### src/rtl/dds_pkg.sv
// dds_pkg: shared defaults and FSM state types for the DDS frame collector.
package dds_pkg;
    localparam int DEF_NUM_CH = 32;
    localparam int DEF_DW     = 16;
    localparam int DEF_CW     = 5;

    typedef enum logic {C_IDLE, C_FILL} cap_state_e;
    typedef enum logic {R_IDLE, R_SEND} rd_state_e;
endpackage

### src/rtl/dds_frame_bank.sv
// dds_frame_bank: two-bank frame storage, one write port, one registered read port.
module dds_frame_bank
    import dds_pkg::*;
#(
    parameter int NUM_CH = DEF_NUM_CH,
    parameter int DW     = DEF_DW,
    parameter int CW     = DEF_CW
)(
    input  logic          clk,
    input  logic          resetn,
    input  logic          we,
    input  logic          wbank,
    input  logic [CW-1:0] widx,
    input  logic [DW-1:0] wdata,
    input  logic          re,
    input  logic          rbank,
    input  logic [CW-1:0] ridx,
    output logic [DW-1:0] rdata
);
    logic [DW-1:0] mem_q [2][NUM_CH];
    logic [DW-1:0] rdata_q;

    always_ff @(posedge clk) begin
        if (we) mem_q[wbank][widx] <= wdata;
    end

    // The read register doubles as the output data register, so it holds while re is low.
    always_ff @(posedge clk or negedge resetn) begin
        if (!resetn) rdata_q <= '0;
        else if (re) rdata_q <= mem_q[rbank][ridx];
    end

    assign rdata = rdata_q;
endmodule

### src/rtl/dds_frame_collector.sv
// dds_frame_collector: assembles channel frames into a ping-pong buffer and replays them.
// Optional DDS_COLLECT_STATS_EN builds the frame_count/drop_count counters.
module dds_frame_collector
    import dds_pkg::*;
#(
    parameter int NUM_CH = DEF_NUM_CH,
    parameter int DW     = DEF_DW,
    parameter int CW     = DEF_CW
)(
    input  logic                 clk,
    input  logic                 resetn,
    input  logic                 in_valid,
    input  logic [CW-1:0]        in_channel,
    input  logic signed [DW-1:0] in_sample,
    input  logic                 sync,
    input  logic                 clear_flags,
    output logic                 out_valid,
    input  logic                 out_ready,
    output logic signed [DW-1:0] out_data,
    output logic [CW-1:0]        out_channel,
    output logic                 out_last,
    output logic                 overflow,
    output logic                 seq_err,
    output logic [15:0]          frame_count,
    output logic [15:0]          drop_count
);
    cap_state_e    cap_q;
    rd_state_e     rd_q;
    logic [CW-1:0] exp_ch_q;
    logic          wsel_q, rsel_q;
    logic [1:0]    full_q, full_d;
    logic          out_valid_q, out_last_q, overflow_q, seq_err_q;
    logic [CW-1:0] out_channel_q;

    logic          cap_ev, start_ok, hit, we, frame_done, drop, brk;
    logic          fire, last_fire, chain, start_rd, re, rbank;
    logic [CW-1:0] ridx;

    // Capture decisions use the registered full flags, so a buffer freed this edge still looks full.
    assign cap_ev     = in_valid && !sync;
    assign start_ok   = in_channel == '0 && !full_q[wsel_q];
    assign hit        = cap_q == C_FILL && in_channel == exp_ch_q;
    assign we         = cap_ev && (hit || start_ok);
    assign frame_done = cap_ev && hit && exp_ch_q == CW'(NUM_CH - 1);
    assign drop       = cap_ev && cap_q == C_IDLE && in_channel == '0 && full_q[wsel_q];
    assign brk        = cap_ev && cap_q == C_FILL && !hit;

    assign fire      = out_valid_q && out_ready && !sync;
    assign last_fire = fire && out_last_q;
    assign chain     = last_fire && full_q[!rsel_q];
    assign start_rd  = !sync && rd_q == R_IDLE && full_q[rsel_q];
    assign re        = start_rd || (fire && (!out_last_q || chain));
    assign rbank     = last_fire ? !rsel_q : rsel_q;
    assign ridx      = (start_rd || last_fire) ? '0 : CW'(out_channel_q + 1'b1);

    always_comb begin
        full_d = full_q;
        if (last_fire) full_d[rsel_q] = 1'b0;
        if (frame_done) full_d[wsel_q] = 1'b1;
    end

    dds_frame_bank #(.NUM_CH(NUM_CH), .DW(DW), .CW(CW)) u_bank (
        .clk   (clk),
        .resetn(resetn),
        .we    (we),
        .wbank (wsel_q),
        .widx  (in_channel),
        .wdata (in_sample),
        .re    (re),
        .rbank (rbank),
        .ridx  (ridx),
        .rdata (out_data)
    );

    always_ff @(posedge clk or negedge resetn) begin
        if (!resetn) begin
            cap_q    <= C_IDLE;
            exp_ch_q <= '0;
            wsel_q   <= 1'b0;
        end else if (sync) begin
            cap_q  <= C_IDLE;
            wsel_q <= 1'b0;
        end else if (frame_done) begin
            cap_q  <= C_IDLE;
            wsel_q <= ~wsel_q;
        end else if (we) begin
            cap_q    <= C_FILL;
            exp_ch_q <= CW'(in_channel + 1'b1);
        end else if (brk) begin
            cap_q <= C_IDLE;
        end
    end

    always_ff @(posedge clk or negedge resetn) begin
        if (!resetn) begin
            rd_q          <= R_IDLE;
            rsel_q        <= 1'b0;
            out_valid_q   <= 1'b0;
            out_channel_q <= '0;
            out_last_q    <= 1'b0;
        end else if (sync) begin
            rd_q        <= R_IDLE;
            rsel_q      <= 1'b0;
            out_valid_q <= 1'b0;
        end else if (start_rd) begin
            rd_q          <= R_SEND;
            out_valid_q   <= 1'b1;
            out_channel_q <= '0;
            out_last_q    <= 1'b0;
        end else if (last_fire) begin
            rsel_q        <= ~rsel_q;
            out_channel_q <= '0;
            out_last_q    <= 1'b0;
            out_valid_q   <= chain;
            rd_q          <= chain ? R_SEND : R_IDLE;
        end else if (fire) begin
            out_channel_q <= CW'(out_channel_q + 1'b1);
            out_last_q    <= out_channel_q == CW'(NUM_CH - 2);
        end
    end

    always_ff @(posedge clk or negedge resetn) begin
        if (!resetn) begin
            full_q     <= '0;
            overflow_q <= 1'b0;
            seq_err_q  <= 1'b0;
        end else begin
            full_q     <= sync ? 2'b00 : full_d;
            overflow_q <= drop || (overflow_q && !clear_flags);
            seq_err_q  <= brk || (seq_err_q && !clear_flags);
        end
    end

`ifdef DDS_COLLECT_STATS_EN
    logic [15:0] frame_cnt_q, drop_cnt_q;

    always_ff @(posedge clk or negedge resetn) begin
        if (!resetn) begin
            frame_cnt_q <= '0;
            drop_cnt_q  <= '0;
        end else begin
            frame_cnt_q <= frame_cnt_q + 16'(last_fire);
            drop_cnt_q  <= drop_cnt_q + 16'(drop);
        end
    end

    assign frame_count = frame_cnt_q;
    assign drop_count  = drop_cnt_q;
`else
    assign frame_count = '0;
    assign drop_count  = '0;
`endif

    assign out_valid   = out_valid_q;
    assign out_channel = out_channel_q;
    assign out_last    = out_last_q;
    assign overflow    = overflow_q;
    assign seq_err     = seq_err_q;
endmodule

### config.mk
export PLATFORM = sky130hd
export DESIGN_NAME = dds_frame_collector
export DESIGN_NICKNAME = d
export VERILOG_FILES = /design/src/rtl/dds_pkg.sv /design/src/rtl/dds_frame_bank.sv /design/src/rtl/dds_frame_collector.sv
export SDC_FILE = /design/constraint.sdc
export NUM_CORES = 1
export LEC_CHECK = 0
export ABC_AREA = 1
export CAP_MARGIN = 0
export CORE_MARGIN = 1.5
export CORE_UTILIZATION = 40
export DETAILED_ROUTE_END_ITERATION = 12
export DONT_BUFFER_PORTS = 1
export PLACE_DENSITY_LB_ADDON = 0.12
export SYNTH_ARGS = -nofsm -noshare
export SYNTH_HDL_FRONTEND = slang
export SYNTH_SLANG_ARGS = --single-unit
### constraint.sdc
create_clock -name clk -period 2.9 [get_ports clk]
set_input_delay 0.29 -clock clk [delete_from_list [all_inputs] [get_ports clk]]
set_output_delay 0.29 -clock clk [all_outputs]
set_load 0.02 [all_outputs]
==> summary.md, run 1 <==
| Metric | Value |
|---|---|
| Status | finished, final reports clean |
| Wire length per cell | 21.87 µm |
| Antenna violations before repair | 11 |
| Initial DRT Pass Iterations | 5 |
| Reg2reg path depth | 16 |
| MaxCap Viol Count | 0 |
| Peak supply drop | 0.4780 mV |
| Max clock buf depth | 3 |
| R2R Setup Slk | 0.07 ns |
| WP data required | 3.49 ns |
| Maximum number of pins on one net before global-route repair | 65 |
| Worst-path clk slew | 0.06 ns |
| Mean post-synth cell area | 10.16 µm² |
| Clk_lat worst skew | 0.72 ns |
| Syn. warnings | 0 |
| Input/output buffers | 0 |
| Die H | 343.9 µm |
| Inserted Clock Buffers | 116 |
| Num rows | 124 |
| Die Width | 343.9 µm |
| Hold Crit Start | in_sample[14] |
| Total GRT Usage | 23.52% |
| Worst EP arrival | 3.42 ns |
| Hold path endpoint | u_bank.mem_q[0][270]$_DFFE_PP_ |
| WL met2 | 62640 µm |
| Vias after detailed routing | 31423 |
| Power Dens Cells | 594.4 nW/µm² |
| CTS tree | yes |
| Final ANT Viol Nets | 0 |
| Clock root buffer | clkbuf_16 |
| HPWL Detailed | 80470 µm |
| Initial Util | 40.49% |
| RR Startpoint | rd_q$_DFFE_PN0P_ |
| FILL cells | 10570 |
| Die area | 118300 µm² |
| Total negative setup slack | 0 ns |
| Post-Route M1 WL | 61230 µm |
| Area Growth Syn to Fin | 17.40% |
| Vias per cell | 4.974 |
| Top layer in use | met5 |
| Yosys cell types | 31 |
| Placed Area | 49820 µm² |
| Cell count after synthesis | 4576 |
| Cell count of the worst hold path | 1 |
| Global route total overflow | 0 |
| Sequential share of the synthesized area | 68.02% |
| Vias in the first global route | 29902 |
| Clk sinks | 1059 |
| Setup violators final | 0 |
| Worst slew margin | 36.47% |
| Met3 wire length | 10470 µm |
| Pleak | 23.05 nW |
| Core area | 114800 µm² |
| Achievable Freq | 353.0 MHz |
| Reg-to-Reg End | u_bank.rdata[10]$_DFFE_PN0P_ |
| Starting DRT DRC Count | 2949 |
| Top FF cell, synth | edfxtp_1 |
| WS Path Type | flop to flop |
| CTS H-tree depth | 3 |
| Final min period | 2.833 ns |
| Final WL | 138200 µm |
| Post-route cell area | 54580 µm² |
| Cell Area, Synth | 46490 µm² |
| GP Congestion | 0.8608 |
| Worst Clk Skew | 0.03426 ns |
| Nets | 4738 |
| Post-synth EDFFs | 1024 |
| Slew Limit Fails | 0 |
| Async SR Flop Fraction | 3.305% |
| Crit path capture type | flop |
| Crit path max fanout | 28 |
| Slew @ Worst Pin | 0.9519 ns |
| #FFs+latches synth | 1059 |
| IO Pins | 84 |
| Crit start category | flop |
| Worst hold path type | input pin to flop |
| First-pass GRT wire length | 203300 µm |
| Tcrit/Tclk final | 97.68% |
| Layout cells sized above 1 | 8.578% |
| DRC | 0 |
| Final hold vios | 0 |
==> flip-flops by register name, summed over array words and instances (netlist names), 2 cells and up <==
name,cells
exp_ch_q,5
full_q,2
u_bank.mem_q,1024
out_channel,5
u_bank.rdata,16
==> cell families (layout without fill, tap and decap cells) <==
family                   count (synthesis)  in the layout  synth area share [%]
AND/OR/NAND/NOR                       2331           2332                 21.59
buffers and inverters                 1145           1340                 9.764
flip-flops                            1059           1059                 68.02
AO/OA/AOI/OAI                           27             27                0.3149
XOR/XNOR                                 7              7                0.1319
adder cells (fa/ha/maj)                  6              6                0.1615
other                                    1             35              0.008066
==> per-layer routing <==
metal  GRT usage, %  vias to the layer above
met5              0                        -
met1          33.13                    15226
met2          36.45                      936
li1               -                    15036
met3          5.274                      217
met4          6.844                        8
==> layout make-up <==
| cell class | count | area [µm²] | area share (%) |
|---|---|---|---|
| multi-input combinational | 2404 | 10570 | 19.37 |
| tap | 1512 | 1892 | 3.466 |
| sequential | 1059 | 31630 | 57.95 |
| clock inverter | 74 | 740.7 | 1.357 |
| timing repair buffer | 243 | 3288 | 6.025 |
| clock buffer | 142 | 3115 | 5.708 |
| antenna | 3 | 7.507 | 0.01375 |
| inverter | 881 | 3338 | 6.116 |
==> placed cells by master (no fill, tap or decap), drive strengths merged <==
cell type	netlist	routed
buf	162	216
dlygate4sd3	0	27
nand4	4	4
conb	1	32
nor4	1	1
diode	0	3
o21ai	15	15
nor3	5	5
bufinv	0	15
nand3b	16	16
edfxtp	1024	1024
o31ai	2	2
o22ai	3	3
nand3	945	945
nand2	1276	1277
ha	6	6
dfrtp	35	35
xnor2	1	1
clkinv	1	58
a21oi	6	6
xor2	6	6
nor2	84	84
inv	880	881
clkinvlp	0	1
a211oi	1	1
clkbuf	102	142
==> worst max-delay path: stages (launching register included) <==
cell and delay, ns:
dfrtp_1 0.43, nand2_1 0.14, nor2_4 0.17, nand3_1 0.19, nand2_4 0.15, buf_12 0.20
buf_12 0.20, buf_4 0.14, nand2_1 0.04, nand3_1 0.07, nand3_1 0.10, nand3_1 0.16
nand3_1 0.28, nand3_1 0.23, nand2_1 0.07, nand2_1 0.06, nand2_1 0.05
==> stage by stage <==
| stage | util [%] | total power [mW] | cells | hold WS, ns | setup WS (ns) |
|---|---|---|---|---|---|
| after detailed placement | 43.39 | 17.25 | 6052 | -0.004591 | -0.1721 |
| after CTS | 47.45 | 32.72 | 6315 | 0.001979 | 0.004417 |
| final | 47.54 | 32.44 | 6318 | 0.02203 | 0.06740 |
| after floorplan | - | 17.25 | 4607 | -0.005591 | 0.1264 |
| after global placement | 43.39 | 17.25 | 6052 | -0.004644 | -0.1524 |
| after global routing | 47.53 | 33.26 | 6315 | 0.01297 | -0.02878 |
==> how the worst max path moves through the flow <==
stage | from | end | depth (start not counted)
after detailed placement | rd_q$_DFFE_PN0P_ | u_bank.rdata[4]$_DFFE_PN0P_ | 16
after CTS | rd_q$_DFFE_PN0P_ | u_bank.rdata[15]$_DFFE_PN0P_ | 16
after floorplan | in_channel[2] | u_bank.mem_q[0][100]$_DFFE_PP_ | 8
after global routing | rd_q$_DFFE_PN0P_ | u_bank.rdata[15]$_DFFE_PN0P_ | 15
after global placement | rd_q$_DFFE_PN0P_ | u_bank.rdata[4]$_DFFE_PN0P_ | 16
final | rd_q$_DFFE_PN0P_ | u_bank.rdata[10]$_DFFE_PN0P_ | 16
==> what timing repair did <==
action                     in CTS  in global routing
setup endpoints to repair       6                 32
hold buffers                   44                  0
resized for setup               7                 20
gates cloned                    1                  0
hold endpoints to repair     1073                  0
setup buffers                   2                  0
pin swaps                       1                  1
==> synth_stat cells (11+ instances only) <==
cell type	number	area, µm²
nand2_1	1275	4786
edfxtp_1	1024	30750
nand3_1	942	4715
inv_1	876	3288
clkbuf_1	101	379.1
buf_2	93	465.5
nor2_1	82	307.8
buf_1	36	135.1
dfrtp_1	35	875.8
buf_4	33	247.7
nand3b_1	16	120.1
o21ai_0	11	55.05
==> report_power, final <==
part	internal (mW)	switching, mW	total [mW]
Combinational	0.115	0.472	0.586
Clock	8.91	6.16	15.1
Sequential	16.8	0.00967	16.8
(Power assumes the default switching activity.)
==> run 2, diff against run 1 <==
CTS_CLUSTER_DIAMETER = 40   (was default)
GPL_TIMING_DRIVEN = 0   (was default)
==> run 2 against run 1 <==
  * The run now ends with capacitance limit, slew limit, setup timing left
  * Fmax is 3.0% lower
  * Clock power up 30%
  * Sequential share of layout area is 3.5 points lower
  * Sequential power about the same
  * Critical path type unchanged
  * Critical endpoint is now u_bank.rdata[8]$_DFFE_PN0P_
  * Largest cell class unchanged
  * Largest power group is now clock
==> summary.md, run 2 (same netlist as run 1, synthesis figures left out) <==
| Metric | Value |
|---|---|
| DRC | 0 (unchanged) |
| MaxCap Viol Count | 1 (+1) |
| Slowest CP cell | dfrtp_2 |
| Post-route cell area | 58070 µm² (+6.4%) |
| First-pass GRT wire length | 214000 µm (+5.2%) |
| Clock root buffer | clkbuf_16 |
| Max reg flops | 1024 (unchanged) |
| HPWL Detailed | 98860 µm (+23%) |
| Peak supply drop | 0.5498 mV (+15%) |
| Global routing's busiest layer | met1 |
| Worst slew margin | -1.323% (-38 points) |
| Worst-path clk slew | 0.05 ns (about the same) |
| Max clock buf depth | 3 (unchanged) |
| Slew Limit Fails | 11 (+11) |
| FILL cells | 10241 (-3.1%) |
| Clk_lat worst skew | 0.76 ns (+0.04 ns) |
| Clk sinks | 1059 (unchanged) |
| WP data required | 3.54 ns (+0.05 ns) |
| Crit path max fanout | 10 (-64%) |
| Cell Chain, Critical Path | nand2_2 -> nor2_4 -> nand3_4 -> nand2_8 -> buf_12 -> clkbuf_16 -> buf_6 -> nand2_1 -> nand3_1 -> nand3_1 -> nand3_1 -> nand3_2 -> nand3_2 -> nand2_2 -> nand2_1 -> nand2_1 |
| IO Pins | 84 (unchanged) |
| Commonest non-fill, non-tap cell in the layout | nand2_1 |
| Inserted Clock Buffers | 159 (+37%) |
| Input/output buffers | 0 (unchanged) |
| Worst hold path type | input pin to flop |
| Multi-input gate area | 11410 µm² (+7.9%) |
| Initial DRT Pass Iterations | 6 (+1) |
| Initial Util | 40.49% (unchanged) |
| Area Growth Syn to Fin | 24.90% |
| CTS tree | yes |
| Die area | 118300 µm² (unchanged) |
| Global route total overflow | 0 (unchanged) |
| Slew @ Worst Pin | 1.520 ns (+0.5680 ns) |
| Core area | 114800 µm² (unchanged) |
| Vias per cell | 5.025 (+1.0%) |
| Die H | 343.9 µm (unchanged) |
| Power Dens Cells | 638.7 nW/µm² (+7.5%) |
| Die Width | 343.9 µm (unchanged) |
| Vias in the first global route | 30591 (+2.3%) |
| Register area | 31630 µm² (about the same) |
| WS Path Type | flop to flop |
| Failing checks | capacitance limit, slew limit, setup timing |
| M1 GR Usage | 37.91% (+4.8 points) |
| Crit start category | flop |
| Total GRT Usage | 25.51% (+2.0 points) |
| Status | finished with violations |
| Worst EP arrival | 3.56 ns (+0.14 ns) |
| Tcrit/Tclk final | 100.7% (+3.0 points) |
| PnR worst setup slack | -0.01894 ns (-0.08634 ns) |
| Final hold vios | 0 (unchanged) |
| Achievable Freq | 342.6 MHz (-3.0%) |
| Commonest cells after routing, fill and taps aside | nand2_1 (1252), edfxtp_1 (1024), inv_1 (874), nand3_1 (858), clkbuf_16 (164) |
| Pleak | 24.61 nW (+6.8%) |
| CP max stage delay | 0.48 ns (+0.05 ns) |
| Global routing usage on met2 | 37.26% (+0.81 points) |
| Starting DRT DRC Count | 3696 (+25%) |
| Nets | 4945 (+4.4%) |
| Worst Clk Skew | 0.02703 ns (-0.007233 ns) |
| Setup violators final | 1 (+1) |
| Final min period | 2.919 ns (+0.08634 ns) |
| Final WL | 151200 µm (+9.4%) |
| Placed Area | 49070 µm² (-1.5%) |
| Final ANT Viol Nets | 0 (unchanged) |
| Top reg by flops | u_bank.mem_q |
| Layout cells sized above 1 | 16.23% (+7.7 points) |
| M3 GR Usage | 5.578% (+0.30 points) |
| Maximum number of pins on one net before global-route repair | 65 (unchanged) |
| Hold slack final | 0.1301 ns (+0.1081 ns) |
| Num rows | 124 (unchanged) |
| Crit path capture type | flop |
| Vias after detailed routing | 32963 (+4.9%) |
| RSZ-0062 raised after global routing | yes |
| CTS H-tree depth | 4 (+1) |
| Antenna violations before repair | 8 (-3) |
| GP Congestion | 0.9250 (+7.5%) |
| Wire length per cell | 23.04 µm (+5.4%) |
## run 2: report_power, final
group	internal [mW]	switching [mW]	total [mW]
registers	16.8	0.0147	16.8
clock network	12.3	7.34	19.6
logic	0.146	0.542	0.688
## run 2: worst paths after layout
path,from,to,slack (ns),depth (start not counted)
min in group asynchronous,resetn,cap_q$_DFFE_PN0P_,0.57,3
max in group asynchronous,resetn,u_bank.rdata[8]$_DFFE_PN0P_,1.04,4
worst min register to register,exp_ch_q[2]$_DFFE_PN0P_,exp_ch_q[2]$_DFFE_PN0P_,0.56,2
worst max register to register,rd_q$_DFFE_PN0P_,u_bank.rdata[8]$_DFFE_PN0P_,-0.02,16
worst max-delay path,rd_q$_DFFE_PN0P_,u_bank.rdata[8]$_DFFE_PN0P_,-0.02,16
worst min-delay path,in_channel[3],u_bank.mem_q[0][505]$_DFFE_PP_,0.13,4
## run 2: area by class of cell
| cell class | count | share of cell area [%] |
|---|---|---|
| inverter | 881 | 5.710 |
| sequential | 1059 | 54.47 |
| timing repair buffer | 145 | 3.695 |
| multi-input combinational | 2403 | 19.65 |
| clock inverter | 113 | 2.288 |
| buffer | 263 | 3.797 |
| tap | 1512 | 3.258 |
| clock buffer | 181 | 7.121 |
| antenna | 3 | 0.01293 |
## run 2: routing by layer
metal / part of all wire (%) / vias up
met4: 2.5 / 6
met3: 9.3 / 207
met2: 43 / 1420
li1: - / 15533
met1: 45 / 15797
met5: 0.021 / -
## run 2: worst max-delay path: cells and delay by family, from the launching register on
| kind | cells | cell delay, ns |
|---|---|---|
| simple gates | 13 | 1.70 |
| buf+inv | 3 | 0.56 |
| flops | 1 | 0.48 |
## run 2: per-stage QoR
stage	total power [mW]	std cells	setup slack (ns)	setup TNS, ns	util, %
3_5_place_dp	17.33	6153	-1.953	-1377.47	42.74
6_report	37.09	6560	-0.01894	-0.01894	50.58
4_1_cts	37.32	6540	-0.1093	-0.5375	49.70
3_3_place_gp	17.32	6119	-2.178	-1933.15	42.24
2_1_floorplan	17.25	4607	0.1264	0	-
5_1_grt	38.00	6557	-0.05865	-0.2240	50.57
## run 2: repair_timing
item / 4_1_cts / 5_1_grt
hold buffers: 47 / 0
hold endpoints to repair: 1081 / 0
gates cloned: 0 / 2
setup endpoints to repair: 1040 / 578
pin swaps: 32 / 17
setup buffers: 47 / 15
resized for setup: 385 / 282
